$ cat src/rtl/riscv_pkg.sv
// Shared RV32I encoding constants, descriptor classes and immediate formats.
// Also holds the program writer's FSM state type.
package riscv_pkg;

    localparam logic [6:0] OP_LOAD   = 7'h03;
    localparam logic [6:0] OP_STORE  = 7'h23;
    localparam logic [6:0] OP_RTYPE  = 7'h33;
    localparam logic [6:0] OP_BRANCH = 7'h63;
    localparam logic [6:0] OP_ITYPE  = 7'h13;
    localparam logic [6:0] OP_LUI    = 7'h37;
    localparam logic [6:0] OP_JAL    = 7'h6F;

    localparam logic [2:0] F3_WORD = 3'b010;

    typedef enum logic [2:0] {
        CLS_LOAD   = 3'd0,
        CLS_STORE  = 3'd1,
        CLS_RTYPE  = 3'd2,
        CLS_BRANCH = 3'd3,
        CLS_ITYPE  = 3'd4,
        CLS_LUI    = 3'd5,
        CLS_JAL    = 3'd6,
        CLS_RSVD   = 3'd7
    } desc_class_e;

    // Codes match the decode stage's ImmSrc control.
    typedef enum logic [2:0] {
        IMM_I = 3'b000,
        IMM_S = 3'b001,
        IMM_B = 3'b010,
        IMM_J = 3'b011,
        IMM_U = 3'b100
    } imm_src_e;

    typedef enum logic [1:0] {
        ST_IDLE   = 2'd0,
        ST_ACCEPT = 2'd1,
        ST_WRITE  = 2'd2,
        ST_DONE   = 2'd3
    } wr_state_e;

    function automatic imm_src_e imm_src_of(desc_class_e cls);
        case (cls)
            CLS_STORE:  return IMM_S;
            CLS_BRANCH: return IMM_B;
            CLS_JAL:    return IMM_J;
            CLS_LUI:    return IMM_U;
            default:    return IMM_I;
        endcase
    endfunction

    // Scatters the immediate into its instruction bit positions; all other bits zero.
    function automatic logic [31:0] place_imm(imm_src_e src, logic [31:0] imm);
        case (src)
            IMM_S:   return {imm[11:5], 13'b0, imm[4:0], 7'b0};
            IMM_B:   return {imm[12], imm[10:5], 13'b0, imm[4:1], imm[11], 7'b0};
            IMM_J:   return {imm[20], imm[10:1], imm[11], imm[19:12], 12'b0};
            IMM_U:   return {imm[31:12], 12'b0};
            default: return {imm[11:0], 20'b0};
        endcase
    endfunction

endpackage

$ cat src/rtl/imem_program_writer_if.sv
// Descriptor handshake, IMEM write port and status bundle of the program writer.
interface imem_program_writer_if #(
    parameter int ADDR_W = 6
) ();
    logic              start;
    logic              desc_valid;
    logic              desc_ready;
    logic [2:0]        desc_class;
    logic [2:0]        desc_funct3;
    logic              desc_funct7_5;
    logic [4:0]        desc_rd;
    logic [4:0]        desc_rs1;
    logic [4:0]        desc_rs2;
    logic [31:0]       desc_imm;
    logic              desc_last;
    logic              imem_we;
    logic [ADDR_W-1:0] imem_addr;
    logic [31:0]       imem_wdata;
    logic              busy;
    logic              done;
    logic              err_illegal;
    logic              err_full;
    logic [ADDR_W:0]   word_count;

    modport master (
        output start, desc_valid, desc_class, desc_funct3, desc_funct7_5,
               desc_rd, desc_rs1, desc_rs2, desc_imm, desc_last,
        input  desc_ready, imem_we, imem_addr, imem_wdata, busy, done,
               err_illegal, err_full, word_count
    );

    modport slave (
        input  start, desc_valid, desc_class, desc_funct3, desc_funct7_5,
               desc_rd, desc_rs1, desc_rs2, desc_imm, desc_last,
        output desc_ready, imem_we, imem_addr, imem_wdata, busy, done,
               err_illegal, err_full, word_count
    );
endinterface

$ cat src/rtl/instr_encoder.sv
// Combinational map from an instruction descriptor to a 32-bit RV32I word.
module instr_encoder
    import riscv_pkg::*;
(
    input  logic [2:0]  class_i,
    input  logic [2:0]  funct3_i,
    input  logic        funct7_5_i,
    input  logic [4:0]  rd_i,
    input  logic [4:0]  rs1_i,
    input  logic [4:0]  rs2_i,
    input  logic [31:0] imm_i,
    output logic [31:0] word_o
);
    desc_class_e cls;
    logic [31:0] imm_field;

    assign cls = desc_class_e'(class_i);

    always_comb begin
        imm_field = place_imm(imm_src_of(cls), imm_i);
        word_o    = '0;
        case (cls)
            CLS_LOAD:   word_o = imm_field | {12'b0, rs1_i, F3_WORD, rd_i, OP_LOAD};
            CLS_STORE:  word_o = imm_field | {7'b0, rs2_i, rs1_i, F3_WORD, 5'b0, OP_STORE};
            CLS_RTYPE:  word_o = {1'b0, funct7_5_i, 5'b0, rs2_i, rs1_i, funct3_i, rd_i, OP_RTYPE};
            CLS_BRANCH: word_o = imm_field | {7'b0, rs2_i, rs1_i, funct3_i, 5'b0, OP_BRANCH};
            CLS_ITYPE: begin
                word_o = imm_field | {12'b0, rs1_i, funct3_i, rd_i, OP_ITYPE};
                // srli/srai share funct3 101; bit 30 selects arithmetic shift.
                if (funct3_i == 3'b101) word_o[30] = funct7_5_i;
            end
            CLS_LUI:    word_o = imm_field | {20'b0, rd_i, OP_LUI};
            CLS_JAL:    word_o = imm_field | {20'b0, rd_i, OP_JAL};
            default:    word_o = '0;
        endcase
    end
endmodule

$ cat src/rtl/imem_program_writer.sv
// Accepts instruction descriptors, encodes them and writes them to consecutive
// IMEM word addresses starting at 0, one word every two cycles.
module imem_program_writer
    import riscv_pkg::*;
#(
    parameter int ADDR_W = 6
) (
    input  logic                  clk,
    input  logic                  rst_n,
    imem_program_writer_if.slave  bus
);
    localparam logic [ADDR_W-1:0] PTR_MAX = '1;

    wr_state_e         state_q;
    logic [ADDR_W-1:0] ptr_q;
    logic [ADDR_W:0]   count_q;
    logic [31:0]       wdata_q;
    logic [31:0]       wdata_d;
    logic              last_q;
    logic              ready_q;
    logic              we_q;
    logic              busy_q;
    logic              done_q;
    logic              err_illegal_q;
    logic              err_full_q;

    instr_encoder u_encoder (
        .class_i    (bus.desc_class),
        .funct3_i   (bus.desc_funct3),
        .funct7_5_i (bus.desc_funct7_5),
        .rd_i       (bus.desc_rd),
        .rs1_i      (bus.desc_rs1),
        .rs2_i      (bus.desc_rs2),
        .imm_i      (bus.desc_imm),
        .word_o     (wdata_d)
    );

    always_ff @(posedge clk or negedge rst_n) begin
        if (!rst_n) begin
            state_q       <= ST_IDLE;
            ptr_q         <= '0;
            count_q       <= '0;
            wdata_q       <= '0;
            last_q        <= 1'b0;
            ready_q       <= 1'b0;
            we_q          <= 1'b0;
            busy_q        <= 1'b0;
            done_q        <= 1'b0;
            err_illegal_q <= 1'b0;
            err_full_q    <= 1'b0;
        end else if (bus.start) begin
            // start overrides any handshake or pending write in this cycle
            state_q       <= ST_ACCEPT;
            ptr_q         <= '0;
            count_q       <= '0;
            ready_q       <= 1'b1;
            we_q          <= 1'b0;
            busy_q        <= 1'b1;
            done_q        <= 1'b0;
            err_illegal_q <= 1'b0;
            err_full_q    <= 1'b0;
        end else begin
            case (state_q)
                ST_ACCEPT: begin
                    if (bus.desc_valid && ready_q) begin
                        if (bus.desc_class == CLS_RSVD) begin
                            err_illegal_q <= 1'b1;
                        end else begin
                            wdata_q <= wdata_d;
                            last_q  <= bus.desc_last;
                            ready_q <= 1'b0;
                            we_q    <= 1'b1;
                            state_q <= ST_WRITE;
                        end
                    end
                end
                ST_WRITE: begin
                    we_q    <= 1'b0;
                    ptr_q   <= ptr_q + ADDR_W'(1);
                    count_q <= count_q + (ADDR_W+1)'(1);
                    if (last_q || ptr_q == PTR_MAX) begin
                        state_q    <= ST_DONE;
                        busy_q     <= 1'b0;
                        done_q     <= 1'b1;
                        err_full_q <= !last_q;
                    end else begin
                        state_q <= ST_ACCEPT;
                        ready_q <= 1'b1;
                    end
                end
                default: ;
            endcase
        end
    end

    assign bus.desc_ready  = ready_q;
    assign bus.imem_we     = we_q;
    assign bus.imem_addr   = ptr_q;
    assign bus.imem_wdata  = wdata_q;
    assign bus.busy        = busy_q;
    assign bus.done        = done_q;
    assign bus.err_illegal = err_illegal_q;
    assign bus.err_full    = err_full_q;
    assign bus.word_count  = count_q;
endmodule

$ cat src/flat_wrapper.sv
// flat-port wrapper written by rule: the top's interface ports become plain ports
module imem_program_writer_flat import riscv_pkg::*;
#(
    parameter int ADDR_W = 6
)
  (clk, rst_n, bus_start, bus_desc_valid, bus_desc_class, bus_desc_funct3, bus_desc_funct7_5, bus_desc_rd, bus_desc_rs1, bus_desc_rs2, bus_desc_imm, bus_desc_last, bus_desc_ready, bus_imem_we, bus_imem_addr, bus_imem_wdata, bus_busy, bus_done, bus_err_illegal, bus_err_full, bus_word_count);
  imem_program_writer_if #(.ADDR_W(ADDR_W)) bus_i ();
  input  logic clk;
  input  logic rst_n;
  input wire logic [$bits(bus_i.start)-1:0] bus_start;
  input wire logic [$bits(bus_i.desc_valid)-1:0] bus_desc_valid;
  input wire logic [$bits(bus_i.desc_class)-1:0] bus_desc_class;
  input wire logic [$bits(bus_i.desc_funct3)-1:0] bus_desc_funct3;
  input wire logic [$bits(bus_i.desc_funct7_5)-1:0] bus_desc_funct7_5;
  input wire logic [$bits(bus_i.desc_rd)-1:0] bus_desc_rd;
  input wire logic [$bits(bus_i.desc_rs1)-1:0] bus_desc_rs1;
  input wire logic [$bits(bus_i.desc_rs2)-1:0] bus_desc_rs2;
  input wire logic [$bits(bus_i.desc_imm)-1:0] bus_desc_imm;
  input wire logic [$bits(bus_i.desc_last)-1:0] bus_desc_last;
  output wire logic [$bits(bus_i.desc_ready)-1:0] bus_desc_ready;
  output wire logic [$bits(bus_i.imem_we)-1:0] bus_imem_we;
  output wire logic [$bits(bus_i.imem_addr)-1:0] bus_imem_addr;
  output wire logic [$bits(bus_i.imem_wdata)-1:0] bus_imem_wdata;
  output wire logic [$bits(bus_i.busy)-1:0] bus_busy;
  output wire logic [$bits(bus_i.done)-1:0] bus_done;
  output wire logic [$bits(bus_i.err_illegal)-1:0] bus_err_illegal;
  output wire logic [$bits(bus_i.err_full)-1:0] bus_err_full;
  output wire logic [$bits(bus_i.word_count)-1:0] bus_word_count;
  assign bus_i.start = bus_start;
  assign bus_i.desc_valid = bus_desc_valid;
  assign bus_i.desc_class = bus_desc_class;
  assign bus_i.desc_funct3 = bus_desc_funct3;
  assign bus_i.desc_funct7_5 = bus_desc_funct7_5;
  assign bus_i.desc_rd = bus_desc_rd;
  assign bus_i.desc_rs1 = bus_desc_rs1;
  assign bus_i.desc_rs2 = bus_desc_rs2;
  assign bus_i.desc_imm = bus_desc_imm;
  assign bus_i.desc_last = bus_desc_last;
  assign bus_desc_ready = bus_i.desc_ready;
  assign bus_imem_we = bus_i.imem_we;
  assign bus_imem_addr = bus_i.imem_addr;
  assign bus_imem_wdata = bus_i.imem_wdata;
  assign bus_busy = bus_i.busy;
  assign bus_done = bus_i.done;
  assign bus_err_illegal = bus_i.err_illegal;
  assign bus_err_full = bus_i.err_full;
  assign bus_word_count = bus_i.word_count;
  imem_program_writer #(.ADDR_W(ADDR_W)) u_core (.clk(clk), .rst_n(rst_n), .bus(bus_i));
endmodule
$ cat config.mk
export PLATFORM = sky130hd
export DESIGN_NAME = imem_program_writer_flat
export DESIGN_NICKNAME = d
export VERILOG_FILES = /design/src/rtl/riscv_pkg.sv /design/src/rtl/imem_program_writer_if.sv /design/src/rtl/instr_encoder.sv /design/src/rtl/imem_program_writer.sv /design/src/flat_wrapper.sv
export SDC_FILE = /design/constraint.sdc
export NUM_CORES = 1
export LEC_CHECK = 0
export CAP_MARGIN = 5
export CORE_ASPECT_RATIO = 0.8
export CORE_UTILIZATION = 47
export DETAILED_ROUTE_END_ITERATION = 10
export PLACE_DENSITY = 0.94
export REMOVE_ABC_BUFFERS = 1
export SKIP_LAST_GASP = 1
export SLEW_MARGIN = 10
export SYNTH_ARGS = -nofsm -noshare
export SYNTH_HDL_FRONTEND = slang
export SYNTH_SLANG_ARGS = --single-unit
$ cat constraint.sdc
create_clock -name clk -period 2.6 [get_ports clk]
set_input_delay 0.52 -clock clk [delete_from_list [all_inputs] [get_ports clk]]
set_output_delay 0.52 -clock clk [all_outputs]
set_load 0.05 [all_outputs]
After elaboration in Yosys (flattened, before gate mapping)
Index checks and enable logic that the tools add are counted.
- muxes and demuxes: 35
- add/subtract/negate cells: 2
- bitwise gates (word level): 8
- reduce and logical (&&, ||, !) cells: 15
- eq/ne operators: 18
- operator list (operator ; number):
    $pmux 32 s7 ; 1
    $pmux 32 s4 ; 1
    $or 32x12->32 ; 2
    $or 32x20->32 ; 2
    $or 32x25->32 ; 2
    $mux 1 ; 21
    $eq 3x3->1 const B ; 6
    $mux 7 ; 2
    $eq 3x2->1 const B ; 4
    $mux 6 ; 2
    $pmux 3 s4 ; 1
    $reduce_bool 2->1 ; 5
    $mux 2 ; 4
    $reduce_and 4->1 ; 2
    $add 7x1->7 const B ; 1
    $add 6x1->6 const B ; 1
    $eq 3x1->1 const B ; 2
    $eq 6x6->1 const B ; 1
    $ne 3x3->1 const B ; 2
    $reduce_and 3->1 ; 2
    $pmux 1 s2 ; 2
    $pmux 2 s2 ; 1
    $logic_not 3->1 ; 1
    $ne 3x2->1 const B ; 1
    8 further kinds ; 9
- input bits: 59
- bits in registers: 54

Depth between registers and ports, before layout
- depth in word-level cells: 7
- mapped depth: 6
- mapped depth without buffers: 5

Hierarchy
A second synthesis with hierarchy kept.
- cell total of the unflattened synthesis: 265
- area, all modules: 2894.0 um^2
- by module, submodules not included (module ; instances ; cells an instance ; area an instance (um^2) ; seq. area each (um^2)):
    imem_program_writer ; 1 ; 167 ; 2239.6 ; 1351.3
    instr_encoder ; 1 ; 98 ; 654.4 ; 0.0

Least setup slack after synthesis
Ideal clock, no wire load.
- path kind: reg2reg
- start: register u_core.ready_q, in the netlist u_core.bus.desc_ready
- end: register u_core.wdata_q[20], in the netlist u_core.bus.imem_wdata[20]
- stages on the path, launching flop included: 5
- slack: 0.912 ns
- data required time: 2.475 ns
- period minus slack after synthesis: 1.688 ns
- path buffers: 1
- data arrival time: 1.563 ns
- setup time: 0.125 ns
- path through: dfrtp_1 -> nand4b_1 -> nor3b_2 -> buf_4 -> mux2_2
- word-level cells in the longest chain between the ends: 2
- ends and longest elaborated chain (element ; RTL line ; RTL):
    from (decl) ; imem_program_writer.sv:20 ; logic ready_q;
    from (signal assigned) ; imem_program_writer.sv:45 ; ready_q <= 1'b0;
    from (signal assigned) ; imem_program_writer.sv:56 ; ready_q <= 1'b1;
    from (signal assigned) ; imem_program_writer.sv:71 ; ready_q <= 1'b0;
    $logic_and 1x1->1 ; imem_program_writer.sv:65 ; if (bus.desc_valid && ready_q) begin
    $reduce_and 4->1 (no source line) ; n/a ;
    to (signal assigned) ; imem_program_writer.sv:69 ; wdata_q <= wdata_d;
    to (decl) ; imem_program_writer.sv:17 ; logic [31:0] wdata_q;
Every way passes these cells.
A chain may end at the register's enable or synchronous reset.

Worst setup path in the final report
- start: register u_core.ptr_q[2], in the netlist u_core.bus.imem_addr[2]
- end: output port bus_imem_addr[2]
- RTL lines (element ; RTL line ; RTL):
    from (decl) ; imem_program_writer.sv:15 ; logic [ADDR_W-1:0] ptr_q;
    from (signal assigned) ; imem_program_writer.sv:79 ; ptr_q <= ptr_q + ADDR_W'(1);
    to (decl) ; flat_wrapper.sv:22 ; output wire logic [$bits(bus_i.imem_addr)-1:0] bus_imem_addr;
No word-level cell between the ends.

==> flow_metrics.env <==
export IMPL_synth_area_top_cells="dfrtp_1 (49%), a21oi_1 (5.6%), nor2_1 (4.5%), a22oi_1 (3.6%), mux2i_1 (3.3%)"
export IMPL_max_freq_ghz=0.479
export IMPL_drc=0
export IMPL_cts_resized=0
export IMPL_async_flop_share=1.00
export IMPL_layout_min_cycle_time_ns=2.09
export IMPL_synth_edf_count=0
export IMPL_grt_max_degree=44
export IMPL_clockRootBuffer="clkbuf_8"
export IMPL_finalSetupViolations=0
export IMPL_yosys_warnings=0
export IMPL_slew_violations=0
export IMPL_p_per_area_mw_per_mm2=814
export IMPL_synth_top_area_frac=0.492
export IMPL_drtAntennaViolNets=0
export IMPL_ys_ff_latch=53
export IMPL_ys_seq_area_frac=0.492
export IMPL_max_cap_violations=0
export IMPL_antenna_found_initial=0
export IMPL_status="finished clean"
export IMPL_finalPower_mw=3.21
export IMPL_clk_latency_ns=0.30
export IMPL_final_area_mm2=0.00394
export IMPL_synthCells=272
export IMPL_initialDrtViolationCount=139
export IMPL_power_leakage_nw=1.63
export IMPL_cts_htree_levels=2
export IMPL_clkTransAtPathRegs_ns=0.09
export IMPL_syn_area_per_cell_um2=9.92
export IMPL_die_area_mm2=0.00605
export IMPL_cpPeakStageDelay_ns=0.83
export IMPL_synth_common_cells="dfrtp_1 (53), nor2_1 (32), a21oi_1 (30), a22oi_1 (13), inv_1 (13)"
export IMPL_layout_drive_gt1_share=0.0707
export IMPL_vias_per_cell=5.39
export IMPL_cp_max_fo=5
export IMPL_cts_buffer_depth=2
export IMPL_hold_violations=0
export IMPL_vdd_ir_drop_max_mv=0.349
export IMPL_initial_core_util=0.491
export IMPL_cts_sinks=53
export IMPL_path_cells="clkdlybuf4s50_1"
export IMPL_groute_usage_overall=0.245
export IMPL_cts_setup_buffers=0
export IMPL_rsz0062_at_grt="false"
export IMPL_io_buffers=109
export IMPL_numCtsBuffers=5
export IMPL_yosysTopAreaCell="dfrtp_1"
export IMPL_fin_skew_ns=0.00773
export IMPL_place_gp_congestion=0.861
export IMPL_critPathSlowestCell="clkdlybuf4s50_1"
export IMPL_ctsHoldBuffers=0
export IMPL_die_x_um=86.7
export IMPL_critPathLaunchType="register"
export IMPL_overflow=0
export IMPL_vias=2481
export IMPL_cp_buffers_inverters=1
export IMPL_tritoncts="done"
export IMPL_crit_path_end_kind="output pin"
export IMPL_cp_arrival_ns=1.57
export IMPL_fin_setup_tns_ns=0
export IMPL_crit_family="buffers and inverters"
export IMPL_slew_headroom=0.494
export IMPL_yosysMostFrequentCell="dfrtp_1"
export IMPL_wire_per_inst_um=15.5
export IMPL_first_global_vias=2452
export IMPL_cp_required_ns=2.08
export IMPL_synth_flop_cell="dfrtp_1"
export IMPL_finalCritPeriodShare=0.802
export IMPL_grt_pass1_wl_um=11600
export IMPL_dpl_cell_area_mm2=0.00386
export IMPL_core_mm2=0.00550
export IMPL_dp_hpwl_um=5270
export IMPL_dr_pass1_iters=4
export IMPL_hp_class="primary input to asynchronous set/reset pin"
export IMPL_synthesis_area_mm2=0.00270
export IMPL_routed_wl_um=7150
export IMPL_worst_pin_slew_ns=0.759
export IMPL_crit_type="register to output pin"
export IMPL_area_delta_synth_final_pct=46.1
export IMPL_diodes=0
export IMPL_die_height_um=69.8
export IMPL_nets=442
export IMPL_yosysUniqueCellTypes=50
export IMPL_io_pins=110
export IMPL_row_count=24
[logic make-up (layout without fill, tap and decap cells)]
kind of cell,after synthesis,in the layout,share of synthesized area
mux,14,14,0.0543
simple gates,82,82,0.157
flops,53,53,0.492
buf+inv,31,141,0.0640
xor+xnor,9,9,0.0292
fa+ha+maj,2,2,0.00927
compound gates,81,81,0.194
[path summary, 6_finish.rpt]
check | from | depth (start not counted) | to | slack (ns)
worst min register to register | u_core.bus.imem_wdata[1] | 1 | u_core.bus.imem_wdata[1] | 0.50
worst max-delay path | u_core.bus.imem_addr[2] | 1 | bus_imem_addr[2] | 0.51
max in group asynchronous | rst_n | 2 | u_core.bus.imem_addr[4] | 1.67
min in group clk | u_core.bus.imem_wdata[1] | 1 | u_core.bus.imem_wdata[1] | 0.50
worst min-delay path | rst_n | 1 | u_core.bus.imem_wdata[19] | 0.28
worst max register to register | u_core.state_q[1] | 6 | u_core.bus.imem_wdata[5] | 0.83
[per-layer routing]
metal  up-vias  GRT usage  wire, um
li1       1177          -         -
met1      1191      0.330      3140
met2       106      0.410      3350
met3         7     0.0583       609
met4         0     0.0389        48
met5         -          0         0
[flip-flops by register name, indices dropped and copies added, names as in the netlist, 2 cells and up]
register               flops
u_core.state_q             2
u_core.bus.imem_wdata     31
u_core.bus.word_count      7
u_core.bus.imem_addr       6
[cell type report]
type	instances	area, um2
fillers	377	1550
flip-flops and latches	53	1330
multi-input cells	188	1200
repair buffers	120	1180
well taps	78	97.6
clock buffers	6	72.6
inverters	13	48.8
clock inverters	2	10.0
[power breakdown]
part	switching (mW)	total (mW)	internal, mW	leakage [nW]
clock	0.265	0.452	0.188	0.0450
combinational	1.02	1.60	0.579	0.936
sequential	0.123	1.15	1.03	0.647
total	1.41	3.21	1.80	1.63
[placed cells by master, fill, tap and decap left out, drive strengths merged, types with 2 or more instances in the layout]
| master | count |
|---|---|
| clkdlybuf4s50 | 108 |
| dfrtp | 53 |
| nor2 | 32 |
| a21oi | 30 |
| inv | 13 |
| a22oi | 13 |
| buf | 12 |
| nand2 | 9 |
| mux2i | 9 |
| nand3 | 8 |
| nand2b | 8 |
| o21ai | 7 |
| nor2b | 6 |
| o22ai | 6 |
| clkbuf | 6 |
| a221oi | 5 |
| xor2 | 5 |
| mux2 | 5 |
| o21a | 4 |
| xnor2 | 4 |
| o211ai | 3 |
| nand3b | 3 |
| or3 | 3 |
| a21boi | 3 |
| and3 | 2 |
| a31oi | 2 |
| nand4 | 2 |
| or2b | 2 |
| nor3 | 2 |
| ha | 2 |
| clkinv | 2 |
| nor3b | 2 |
[through the flow]
stage | setup WS, ns | utilization | std cells | hold WS (ns)
after floorplan | -0.596 | - | 254 | 0.224
after global placement | 0.261 | 0.702 | 452 | 0.468
after detailed placement | 0.256 | 0.702 | 452 | 0.479
after CTS | 0.512 | 0.717 | 460 | 0.297
after global routing | 0.455 | 0.717 | 460 | 0.332
final | 0.514 | 0.717 | 460 | 0.279
Power figures use the tool's default switching activity.
